### src/rtl/sv_pkg.sv
// Shared types for the support-vector store: opcodes, pass FSM states and the
// fixed 2-bit signed label type.
package sv_pkg;

    typedef enum logic [1:0] {
        OP_TRAIN    = 2'b00,
        OP_CLASSIFY = 2'b01,
        OP_CLEAR    = 2'b10,
        OP_HOLD     = 2'b11
    } opcode_t;

    typedef enum logic {
        ST_IDLE   = 1'b0,
        ST_STREAM = 1'b1
    } state_t;

    localparam int Y_W = 2;

    // Labels are only ever +1 (01) or -1 (11); no arithmetic is done on them.
    typedef logic signed [Y_W-1:0] y_t;

endpackage

### src/rtl/sv_entry_ram.sv
// Entry storage for the support-vector store: one write port, one
// combinational read port, contents deliberately not reset.
module sv_entry_ram #(
    parameter  int DEPTH = 50,
    parameter  int W     = 20,
    localparam int AW    = $clog2(DEPTH)
) (
    input  logic          clk,
    input  logic          we,
    input  logic [AW-1:0] waddr,
    input  logic [W-1:0]  wdata,
    input  logic [AW-1:0] raddr,
    output logic [W-1:0]  rdata
);

    logic [W-1:0] mem [DEPTH];

    always_ff @(posedge clk) begin
        if (we) mem[waddr] <= wdata;
    end

    assign rdata = mem[raddr];

endmodule

### src/rtl/sv_store.sv
// Support-vector store: compacts accepted support vectors in TRAIN mode and
// replays them as a valid/ready stream on each CLASSIFY pass request.
//   state     | meaning
//   ST_IDLE   | no pass active; rd_valid low
//   ST_STREAM | pass active; output register walks entries 0..count-1
module sv_store
    import sv_pkg::*;
#(
    parameter  int X_W     = 9,
    parameter  int ALPHA_W = 9,
    parameter  int DEPTH   = 50,
    localparam int CNT_W   = $clog2(DEPTH + 1)
) (
    input  logic               clk,
    input  logic               reset,
    input  logic [1:0]         opcode,
    input  logic               wr_valid,
    output logic               wr_ready,
    input  logic               wr_is_sv,
    input  logic [X_W-1:0]     wr_x,
    input  logic signed [1:0]  wr_y,
    input  logic [ALPHA_W-1:0] wr_alpha,
    input  logic               rd_start,
    output logic               rd_valid,
    input  logic               rd_ready,
    output logic [X_W-1:0]     rd_x,
    output logic signed [1:0]  rd_y,
    output logic [ALPHA_W-1:0] rd_alpha,
    output logic               rd_last,
    output logic               busy,
    output logic [CNT_W-1:0]   count,
    output logic               full,
    output logic               overflow
);

    localparam int AW = $clog2(DEPTH);

    typedef struct packed {
        logic [X_W-1:0]     x;
        y_t                 y;
        logic [ALPHA_W-1:0] alpha;
    } entry_t;

    opcode_t          op;
    state_t           state;
    logic [CNT_W-1:0] idx;
    entry_t           wr_entry;
    entry_t           rd_entry;
    logic             wr_fire;
    logic             store;

    assign op       = opcode_t'(opcode);
    assign full     = (count == CNT_W'(DEPTH));
    assign wr_ready = (op == OP_TRAIN) && !busy && !reset;
    assign wr_fire  = wr_valid && wr_ready;
    assign store    = wr_fire && wr_is_sv && !full;
    assign wr_entry = '{x: wr_x, y: wr_y, alpha: wr_alpha};

    sv_entry_ram #(
        .DEPTH (DEPTH),
        .W     ($bits(entry_t))
    ) u_ram (
        .clk   (clk),
        .we    (store),
        .waddr (count[AW-1:0]),
        .wdata (wr_entry),
        .raddr (idx[AW-1:0]),
        .rdata (rd_entry)
    );

    always_ff @(posedge clk or posedge reset) begin
        if (reset) begin
            count    <= '0;
            overflow <= 1'b0;
        end else if (op == OP_CLEAR) begin
            count    <= '0;
            overflow <= 1'b0;
        end else if (store) begin
            count <= count + CNT_W'(1);
        end else if (wr_fire && wr_is_sv) begin
            overflow <= 1'b1;
        end
    end

    always_ff @(posedge clk or posedge reset) begin
        if (reset) begin
            state    <= ST_IDLE;
            idx      <= '0;
            busy     <= 1'b0;
            rd_valid <= 1'b0;
            rd_last  <= 1'b0;
            rd_x     <= '0;
            rd_y     <= '0;
            rd_alpha <= '0;
        end else begin
            case (state)
                ST_IDLE: begin
                    if (rd_start && op == OP_CLASSIFY && count != '0) begin
                        state <= ST_STREAM;
                        idx   <= '0;
                        busy  <= 1'b1;
                    end
                end
                ST_STREAM: begin
                    // Any opcode other than CLASSIFY abandons the pass.
                    if (op != OP_CLASSIFY) begin
                        state    <= ST_IDLE;
                        busy     <= 1'b0;
                        rd_valid <= 1'b0;
                        rd_last  <= 1'b0;
                    end else if (!rd_valid || rd_ready) begin
                        if (rd_valid && rd_last) begin
                            state    <= ST_IDLE;
                            busy     <= 1'b0;
                            rd_valid <= 1'b0;
                            rd_last  <= 1'b0;
                        end else begin
                            rd_x     <= rd_entry.x;
                            rd_y     <= rd_entry.y;
                            rd_alpha <= rd_entry.alpha;
                            rd_valid <= 1'b1;
                            rd_last  <= (idx == count - CNT_W'(1));
                            idx      <= idx + CNT_W'(1);
                        end
                    end
                end
                default: state <= ST_IDLE;
            endcase
        end
    end

endmodule

### config.mk
export PLATFORM = sky130hd
export DESIGN_NAME = sv_store
export DESIGN_NICKNAME = d
export VERILOG_FILES = /design/src/rtl/sv_pkg.sv /design/src/rtl/sv_entry_ram.sv /design/src/rtl/sv_store.sv
export SDC_FILE = /design/constraint.sdc
export NUM_CORES = 1
export LEC_CHECK = 0
export BUFFER_PORTS_ARGS = -buffer_cell sky130_fd_sc_hd__buf_2
export CAP_MARGIN = 20
export CORE_MARGIN = 5
export CORE_UTILIZATION = 40
export CTS_CLUSTER_DIAMETER = 60
export CTS_CLUSTER_SIZE = 40
export DETAILED_ROUTE_END_ITERATION = 10
export PLACE_DENSITY_LB_ADDON = 0.15
export SLEW_MARGIN = 10
export SYNTH_ARGS = -nofsm -noshare
export SYNTH_HDL_FRONTEND = slang
export SYNTH_SLANG_ARGS = --single-unit
### constraint.sdc
create_clock -name clk -period 8.1 [get_ports clk]
set_clock_uncertainty 0.1 [all_clocks]
set_input_delay 1.62 -clock clk [delete_from_list [all_inputs] [get_ports clk]]
set_output_delay 1.62 -clock clk [all_outputs]
set_load 0.05 [all_outputs]
==> After elaboration in Yosys (flattened, before gate mapping) <==
Memories as Yosys holds them, arrays and structs flattened. A register that Yosys moved wholly into a read port is not among the register bits.
Index checks and enable logic that the tools add are counted.
{ "totals": {"reg_bits": 17, "ram_bits": 1000, "out_inout_bits": 32, "memories": 1} }
{ "op_classes": {"n_addsub": 3, "eq_ne": 12, "n_mux": 27, "bitwise": 3, "n_reduce_logical": 23} }
{ "memory_table": {"columns": ["memory", "words", "word_bits", "rd", "rd_ports_with_merged_regs", "write_ports", "line", "rtl"], "rows": [
  ["u_ram.mem", 50, 20, 1, 1, 1, "sv_entry_ram.sv:16", "logic [W-1:0] mem [DEPTH];"]
]} }
{ "ops": {"columns": ["op", "n"], "rows": [
  ["$mux 6", 6],
  ["$mux 1", 18],
  ["$add 6x1->6 const B", 2],
  ["$pmux 6 s2", 1],
  ["$logic_and 1x1->1", 8],
  ["$reduce_and 4->1", 2],
  ["$eq 6x6->1", 1],
  ["$eq 6x6->1 const B", 1],
  ["$ne 2x1->1 const B", 3],
  ["$ne 2x2->1 const B", 3],
  ["$ne 3x1->1 const B", 2],
  ["$reduce_bool 2->1", 3],
  ["$reduce_bool 6->1", 1],
  ["$sub 6x1->6 const B", 1],
  ["$logic_not 1->1", 4],
  ["$pmux 1 s2", 2],
  ["$reduce_and 2->1", 2],
  ["$not 1->1", 3],
  ["$reduce_and 3->1", 1],
  ["$eq 2x1->1 const B", 1],
  ["$eq 2x2->1 const B", 1],
  ["$logic_not 2->1", 1],
  ["$logic_or 1x1->1", 1]
]} }

==> Depth between registers and ports, before layout <==
Gate-level depths: netlist (run 1).
{ "depth": {"ltp_word": 8, "ltp_mapped": 10} }

==> By module <==
From an unflattened synthesis (run 1), not the netlist that was laid out.
{ "unflattened": {"hier_cells": 2187, "hier_area_um2": 41098.2} }
{ "modules_own_cells": {"columns": ["module", "instances", "cells_each", "area_each_um2", "seq_area_each_um2"], "rows": [
  ["sv_entry_ram", 1, 2032, 39273.9, 30028.8],
  ["sv_store", 1, 155, 1824.2, 925.9]
]} }

==> Worst setup path after synthesis (run 1) <==
No wires, ideal clock.
{ "synth_path": {"path_kind": "input-to-reg", "from": "in opcode[1]", "to": "mem u_ram.mem[27][0] (enable)", "setup_ns": 0.422, "t_arrival_ns": 4.256, "required_time_ns": 7.578, "setup_slack_ns": 3.322, "cell_stages": 5, "n_path_buf": 1, "path_cell_list": "or4_1 -> buf_2 -> a211oi_2 -> nand4_1 -> nor3_1"} }
{ "synth_between": {"elab_chain_cells": 8} }
{ "synth_lines": {"columns": ["item", "line", "rtl"], "rows": [
  ["from (decl)", "sv_store.sv:16", "input logic [1:0] opcode,"],
  ["$logic_not 2->1", "sv_store.sv:54", "assign wr_ready = (op == OP_TRAIN) && !busy && !reset;"],
  ["$logic_and 1x1->1 (2 in a row)", "sv_store.sv:54", null],
  ["$logic_and 1x1->1", "sv_store.sv:55", "assign wr_fire = wr_valid && wr_ready;"],
  ["$logic_and 1x1->1 (2 in a row)", "sv_store.sv:56", "assign store = wr_fire && wr_is_sv && !full;"],
  ["$mux 1", "sv_entry_ram.sv:19", "if (we) mem[waddr] <= wdata;"],
  ["$mux 1 (not written as such)", "sv_entry_ram.sv:19", null],
  ["to (decl)", "sv_entry_ram.sv:16", null]
]} }
No other way between the ends.

==> Worst setup path after layout (run 1) <==
{ "layout_path": {"from": "in opcode[1]", "to": "out wr_ready"} }
{ "layout_between": {"elab_chain_cells": 3} }
{ "layout_lines": {"columns": ["item", "line", "rtl"], "rows": [
  ["$logic_not 2->1", "sv_store.sv:54", null],
  ["$logic_and 1x1->1 (2 in a row)", "sv_store.sv:54", null],
  ["to (decl)", "sv_store.sv:18", "output logic wr_ready,"]
]} }
No other way between the ends.

==> results of run 1 <==
## power breakdown
group | internal [W] | switching [W]
registers | 0.00591 | 0.0000944
clock network | 0.00223 | 0.00217
logic | 0.000480 | 0.000765
## cells in the mapped netlist (all sizes together) (2+ instances only)
cell / n
or3: 2
and2: 2
xnor2: 8
o2111ai: 32
buf: 66
a211o: 8
o22ai: 16
nand3: 12
nand4: 7
a21o: 2
o211ai: 16
edfxtp: 1000
nor2b: 23
xor2: 5
o21a: 2
o22a: 32
mux2: 24
mux4: 192
ha: 5
nand2: 62
o21ai: 6
nor2: 66
or4: 3
nor3: 15
a222oi: 8
a2111oi: 15
clkbuf: 47
a211oi: 22
a31oi: 12
a21oi: 14
nand2b: 5
inv: 7
dfrtp: 37
mux2i: 145
nand3b: 4
## layer usage
metal  track usage, %  wire length, um  part of all wire (%)  up-vias
met1            29.34            46910                    43    10560
met2            30.47            49790                    45      805
met5                0               28                 0.026        -
met3            5.380             9727                   8.9      149
li1                 -                -                     -     8295
met4            5.344             2976                   2.7        6
## area by class of cell
type | count | area share, %
well taps | 1298 | 3.556
clock buffers | 91 | 4.753
flip-flops and latches | 1037 | 67.80
diodes | 2 | 0.01096
clock inverters | 69 | 1.860
multi-input cells | 775 | 19.33
inverters | 7 | 0.05753
repair buffers | 139 | 2.630
## final timing paths
path | from | end | slack, ns
min in group asynchronous | reset | busy | 1.05
min | busy | busy | 0.41
min reg2reg | busy | busy | 0.41
max | opcode[1] | wr_ready | 3.48
max in group asynchronous | reset | idx[3] | 6.15
max reg2reg | idx[2] | rd_x[8] | 3.95
## cells by family after synthesis
group,after synthesis,synth area share (%)
buf+inv,120,1.465
fa+ha+maj,5,0.1556
simple gates,208,2.446
compound gates,188,3.643
flops,1037,76.97
xor+xnor,13,0.2831
mux,361,15.03
## worst max-delay path, delay by kind of cell
family	cells	cell delay, ns
AND/OR/NAND/NOR	1	0.79
buffers and inverters	3	0.48
## registers in the layout (all words and copies together) (netlist names)
signal     cells
busy           1
rd_last        1
idx            6
state          1
count          6
rd_x           9
rd_valid       1
u_ram.mem   1000
overflow       1
rd_y           2
rd_alpha       9
## per-stage QoR
stage,setup slack (ns),hold slack (ns)
finish,3.477,0.4075
global route,3.440,0.4405
CTS,3.490,0.4123
floorplan,3.322,0.4539
global placement,2.891,0.3850
detailed placement,2.861,0.3952
## layout by cell type (no fill, tap or decap), drive strengths merged, types with 3 or more instances in the layout
master	n
nand4	7
mux2i	145
clkbuf	91
a21oi	14
nor2b	23
inv	44
a211oi	22
mux2	24
o21ai	6
o22a	32
nor2	66
buf	139
ha	5
bufinv	4
edfxtp	1000
nand2	62
nor3	15
nand3	12
dfrtp	37
a31oi	12
xnor2	8
clkinvlp	5
o211ai	16
xor2	5
a2111oi	15
a222oi	8
mux4	192
o22ai	16
nand2b	5
clkinv	23
a211o	8
nand3b	4
o2111ai	32
or4	3
==> impl_metrics.json, run 1 <==
{
  "first_global_vias": 19600,
  "vias": 19820,
  "power.density_nw_per_um2": 254.9,
  "global_route.usage.total_pct": 20.18,
  "placed_cells_incl_taps": 3231,
  "final_period_minus_worst_setup_slack_ns": 4.623,
  "crit_top_cell": "sky130_fd_sc_hd__buf_2",
  "synthesis.nets": 1965,
  "dieWidth_um": 327.1,
  "cts.repair.resized": 0,
  "yosys.area.top_type_share_pct": 74.67,
  "netlist_area_um2": 40210,
  "total_power_w": 0.01164,
  "io_pins": 60,
  "worst-setup-path-type": "in -> out",
  "clock_tree.root_cell": "sky130_fd_sc_hd__clkbuf_16",
  "fmax_mhz": 216.3,
  "gpl.final_weighted_congestion": 0.8504,
  "async_reset_ff_share_pct": 3.568,
  "synth_warnings": 0,
  "nFillCells": 8345,
  "largest_driver_fanout_on_the_critical_path": 6,
  "clk_pin_slew_worst_paths_ns": 0.07,
  "cap_violations": 0,
  "post-route-period-util_pct": 57.07,
  "vdd.ir_drop.worst_mv": 0.1838,
  "hold-path-cell-count": 1,
  "avgRoutedWirePerCell_um": 32.02,
  "synth.largest_area_cell": "sky130_fd_sc_hd__edfxtp_1",
  "post-route-drc-count": 0,
  "pin_count_of_the_biggest_net_entering_global_routing": 123,
  "first_iter_violations": 2287,
  "dp_hpwl_um": 65570,
  "cts_max_level": 3,
  "die_h_um": 327.1,
  "cp-end-kind": "output port",
  "clock_insertion_delay_worst_skew_ns": 0.67,
  "maximum_clock_path_buffer_count": 3,
  "postSynthCellCount": 1932,
  "unrepaired_setup_endpoints_after_global_routing": "false",
  "setup_total_negative_slack_ns": 0,
  "outcome": "completed",
  "r2r_cells": 6,
  "cts_tree": "built",
  "worst_ep_arrival_time_ns": 2.90,
  "count_of_hold_buffers_inserted_by_post_cts_repair": 0,
  "post_cts_setup_buffer_count": 0,
  "synth.yosys.seq_area_share_pct": 76.97,
  "crit_path_cell_trace": "buf_2 > or4_1 > inv_1 > buf_2",
  "grt_pass1_wl_um": 152600,
  "cts_buffers": 85,
  "cts.sinks": 1037,
  "drt.antenna.violating_nets": 0,
  "number_of_flops_mapped_to_enable_cells_by_yosys": 1000,
  "synth_top_cells_by_area": "sky130_fd_sc_hd__edfxtp_1 75%, sky130_fd_sc_hd__mux4_2 11%, sky130_fd_sc_hd__mux2i_1 3.6%",
  "post_synth_num_cell_types": 52,
  "final_core_utilization_pct": 45.67,
  "firstDrtPassIters": 8,
  "cpPeakStageDelay_ns": 0.79,
  "synth.ff_latch_count": 1037,
  "register_area_um2": 30970,
  "tightestPinTransition_ns": 1.251,
  "num_rows": 116,
  "floorplan.initialDensity_pct": 40.21,
  "placeableCoreArea_um2": 100000,
  "number_of_antenna_violations_at_the_first_check_in_global_routing": 7,
  "grt_overflow": 0,
  "max_slew_violation_count": 0,
  "layout.nets": 2078,
  "detail_route.vias_per_cell": 5.798,
  "layout.cell_area.non_filler_um2": 45680,
  "share_of_final_layout_standard_cells_stronger_than_drive_strength_1_pct": 26.86,
  "worst_setup_sp_type": "input port",
  "critical_path_top_delay_cell": "sky130_fd_sc_hd__or4_1",
  "finalSetupViolations": 0,
  "place_area_um2": 42280,
  "crit_required_ns": 6.38,
  "leakage_power_nw": 13.86,
  "hold_path_class": "reg -> reg",
  "syn_area_per_cell_um2": 20.82,
  "finalHoldViolCount": 0,
  "multi_input_area_um2": 8828,
  "finalNonFillerCells": 3418,
  "number_of_input_and_output_port_buffers_inserted": 59,
  "full_die_area_um2": 107000,
  "slew_headroom_pct": 15.80,
  "postRouteWirelength_um": 109400,
  "area_growth_pct": 13.58,
  "postSynth.topFlopCell": "sky130_fd_sc_hd__edfxtp_1"
}
No activity file was read; power rests on OpenSTA's default activity.
==> run 2, diff against run 1 <==
==> constraint.sdc (replaced) <==
create_clock -name clk -period 4.68 [get_ports clk]
set_clock_uncertainty 0.1 [all_clocks]
set_input_delay 0.936 -clock clk [delete_from_list [all_inputs] [get_ports clk]]
set_output_delay 0.936 -clock clk [all_outputs]
set_load 0.05 [all_outputs]
==> run 2 against run 1 <==
Against the previous run:
- clock power grew 63%
- non-clock buffer count increased by 24
- critical path depth shrank 1
- combinational power increased by 79%
- setup slack got worse by 2.5 ns
- die area stayed put
- largest cell class unchanged
- largest power group unchanged
==> impl_metrics.json, run 2 (synthesized netlist as in run 1, its figures left out) <==
{
  "outcome": "completed",
  "first_global_vias": 19940,
  "layout_commonest_cell": "sky130_fd_sc_hd__edfxtp_1",
  "tightestPinTransition_ns": 1.158,
  "firstDrtPassIters": 8,
  "critical_path_top_delay_cell": "sky130_fd_sc_hd__dfrtp_1",
  "postRouteWirelength_um": 109400,
  "nFillCells": 8365,
  "gpl.final_weighted_congestion": 0.8818,
  "r2r_cells": 7,
  "cpPeakStageDelay_ns": 0.85,
  "global_route.usage.total_pct": 20.28,
  "clock_tree.root_cell": "sky130_fd_sc_hd__clkbuf_16",
  "grt_overflow": 0,
  "registers.top_by_ff_count": "u_ram.mem",
  "critPathLaunch": "count[5]",
  "number_of_antenna_violations_at_the_first_check_in_global_routing": 1,
  "cts.sinks": 1037,
  "hold_path_class": "in -> async",
  "final_period_minus_worst_setup_slack_ns": 3.727,
  "maximum_clock_path_buffer_count": 3,
  "number_of_input_and_output_port_buffers_inserted": 59,
  "power.density_nw_per_um2": 435.3,
  "clock_insertion_delay_worst_skew_ns": 0.66,
  "layout_common_cells": "1000 x sky130_fd_sc_hd__edfxtp_1, 192 x sky130_fd_sc_hd__mux4_2, 145 x sky130_fd_sc_hd__mux2i_1, 96 x sky130_fd_sc_hd__buf_4, 80 x sky130_fd_sc_hd__clkbuf_16",
  "path_delay_family": "flip-flops",
  "crit_path_cell_trace": "nor4bb_1 > and2_1 > buf_2",
  "detail_route.vias_per_cell": 5.772,
  "grt_pass1_wl_um": 154900,
  "reg2reg_from": "idx[0]",
  "cts_tree": "built",
  "largest_driver_fanout_on_the_critical_path": 17,
  "worst_ep_arrival_time_ns": 2.69,
  "count_of_hold_buffers_inserted_by_post_cts_repair": 0,
  "vdd.ir_drop.worst_mv": 0.3247,
  "floorplan.initialDensity_pct": 40.21,
  "worst_setup_sp_type": "register",
  "unrepaired_setup_endpoints_after_global_routing": "false",
  "fmax_mhz": 268.3,
  "share_of_final_layout_standard_cells_stronger_than_drive_strength_1_pct": 27.44,
  "die_h_um": 327.1,
  "pin_count_of_the_biggest_net_entering_global_routing": 92,
  "cts.repair.resized": 0,
  "area_growth_pct": 12.81,
  "placeableCoreArea_um2": 100000,
  "slew_headroom_pct": 22.59,
  "dieWidth_um": 327.1,
  "vias": 19830,
  "crit_required_ns": 3.64,
  "max_slew_violation_count": 0,
  "cp-end-kind": "output port",
  "first_iter_violations": 2086,
  "full_die_area_um2": 107000,
  "critical_path_buf_inv_count": 1,
  "post_cts_setup_buffer_count": 0,
  "post-route-drc-count": 0,
  "layout.nets": 2097,
  "rr_endpoint": "rd_x[5]",
  "post-route-period-util_pct": 79.65,
  "cap_violations": 0,
  "cts_max_level": 3,
  "finalSetupViolations": 0,
  "io_pins": 60,
  "cts_buffers": 80,
  "drt.antenna.violating_nets": 0,
  "num_rows": 116,
  "biggestRegsByFlops": "u_ram.mem x1000, rd_alpha x9, rd_x x9",
  "largest_reg_flops": 1000,
  "leakage_power_nw": 13.80,
  "clk_pin_slew_worst_paths_ns": 0.08,
  "worst-setup-path-type": "reg -> out",
  "avgRoutedWirePerCell_um": 31.85,
  "regToRegSetupSlack_ns": 1.31,
  "total_power_w": 0.01975,
  "finalHoldViolCount": 0,
  "dp_hpwl_um": 69480,
  "setup_total_negative_slack_ns": 0
}
-- run 2: cell type report --
type | instances | area, um2 | area share, %
antenna | 5 | 12.51 | 0.02758
tap | 1298 | 1624 | 3.580
sequential | 1037 | 30970 | 68.27
inverter | 7 | 26.28 | 0.05792
timing repair buffer | 163 | 1146 | 2.526
clock inverter | 67 | 749.5 | 1.652
multi-input combinational | 775 | 8823 | 19.45
clock buffer | 83 | 2013 | 4.438
-- run 2: per-layer routing --
metal	vias to the layer above	share of wire [%]	track usage (%)
met5	-	0	0
met4	0	2.0	4.212
met3	118	6.8	4.345
met2	638	47	31.84
met1	10740	44	29.61
li1	8335	-	-
-- run 2: worst reg2reg max path, cell delays in order (launching register included) --
cell and delay [ns]:
sky130_fd_sc_hd__dfrtp_4 0.85, sky130_fd_sc_hd__buf_12 0.42, sky130_fd_sc_hd__buf_4 0.40, sky130_fd_sc_hd__mux2i_1 0.39
sky130_fd_sc_hd__o22a_1 0.20, sky130_fd_sc_hd__o2111ai_1 0.46, sky130_fd_sc_hd__nand2_1 0.31, sky130_fd_sc_hd__a2111oi_0 0.09
-- run 2: worst max path at each step --
stage	to	slack [ns]	cells past startpoint
final	full	0.95	3
after global routing	full	0.82	3
after global placement	u_ram.mem[6][2]	0.88	6
after floorplan	u_ram.mem[27][0]	0.59	5
after CTS	full	0.96	3
after detailed placement	u_ram.mem[0][2]	0.83	6
-- run 2: power by group --
group	total [W]	leakage (nW)	internal, W	switching, W
clock network	0.00717	1.34	0.00353	0.00364
logic	0.00222	2.99	0.000853	0.00136
registers	0.0104	9.47	0.0102	0.000138
-- run 2: through the flow --
step	area, um2	worst slack, ns	hold slack, ns	util, %	cells
final	45360	0.9525	0.3660	45.36	3435
after global routing	45350	0.8173	0.4088	45.35	3430
after CTS	45350	0.9561	0.3464	45.35	3429
after detailed placement	42580	0.8289	0.4187	42.58	3279
after global placement	42580	0.8751	0.3870	42.58	3278
after floorplan	40210	0.5856	0.4539	-	1932
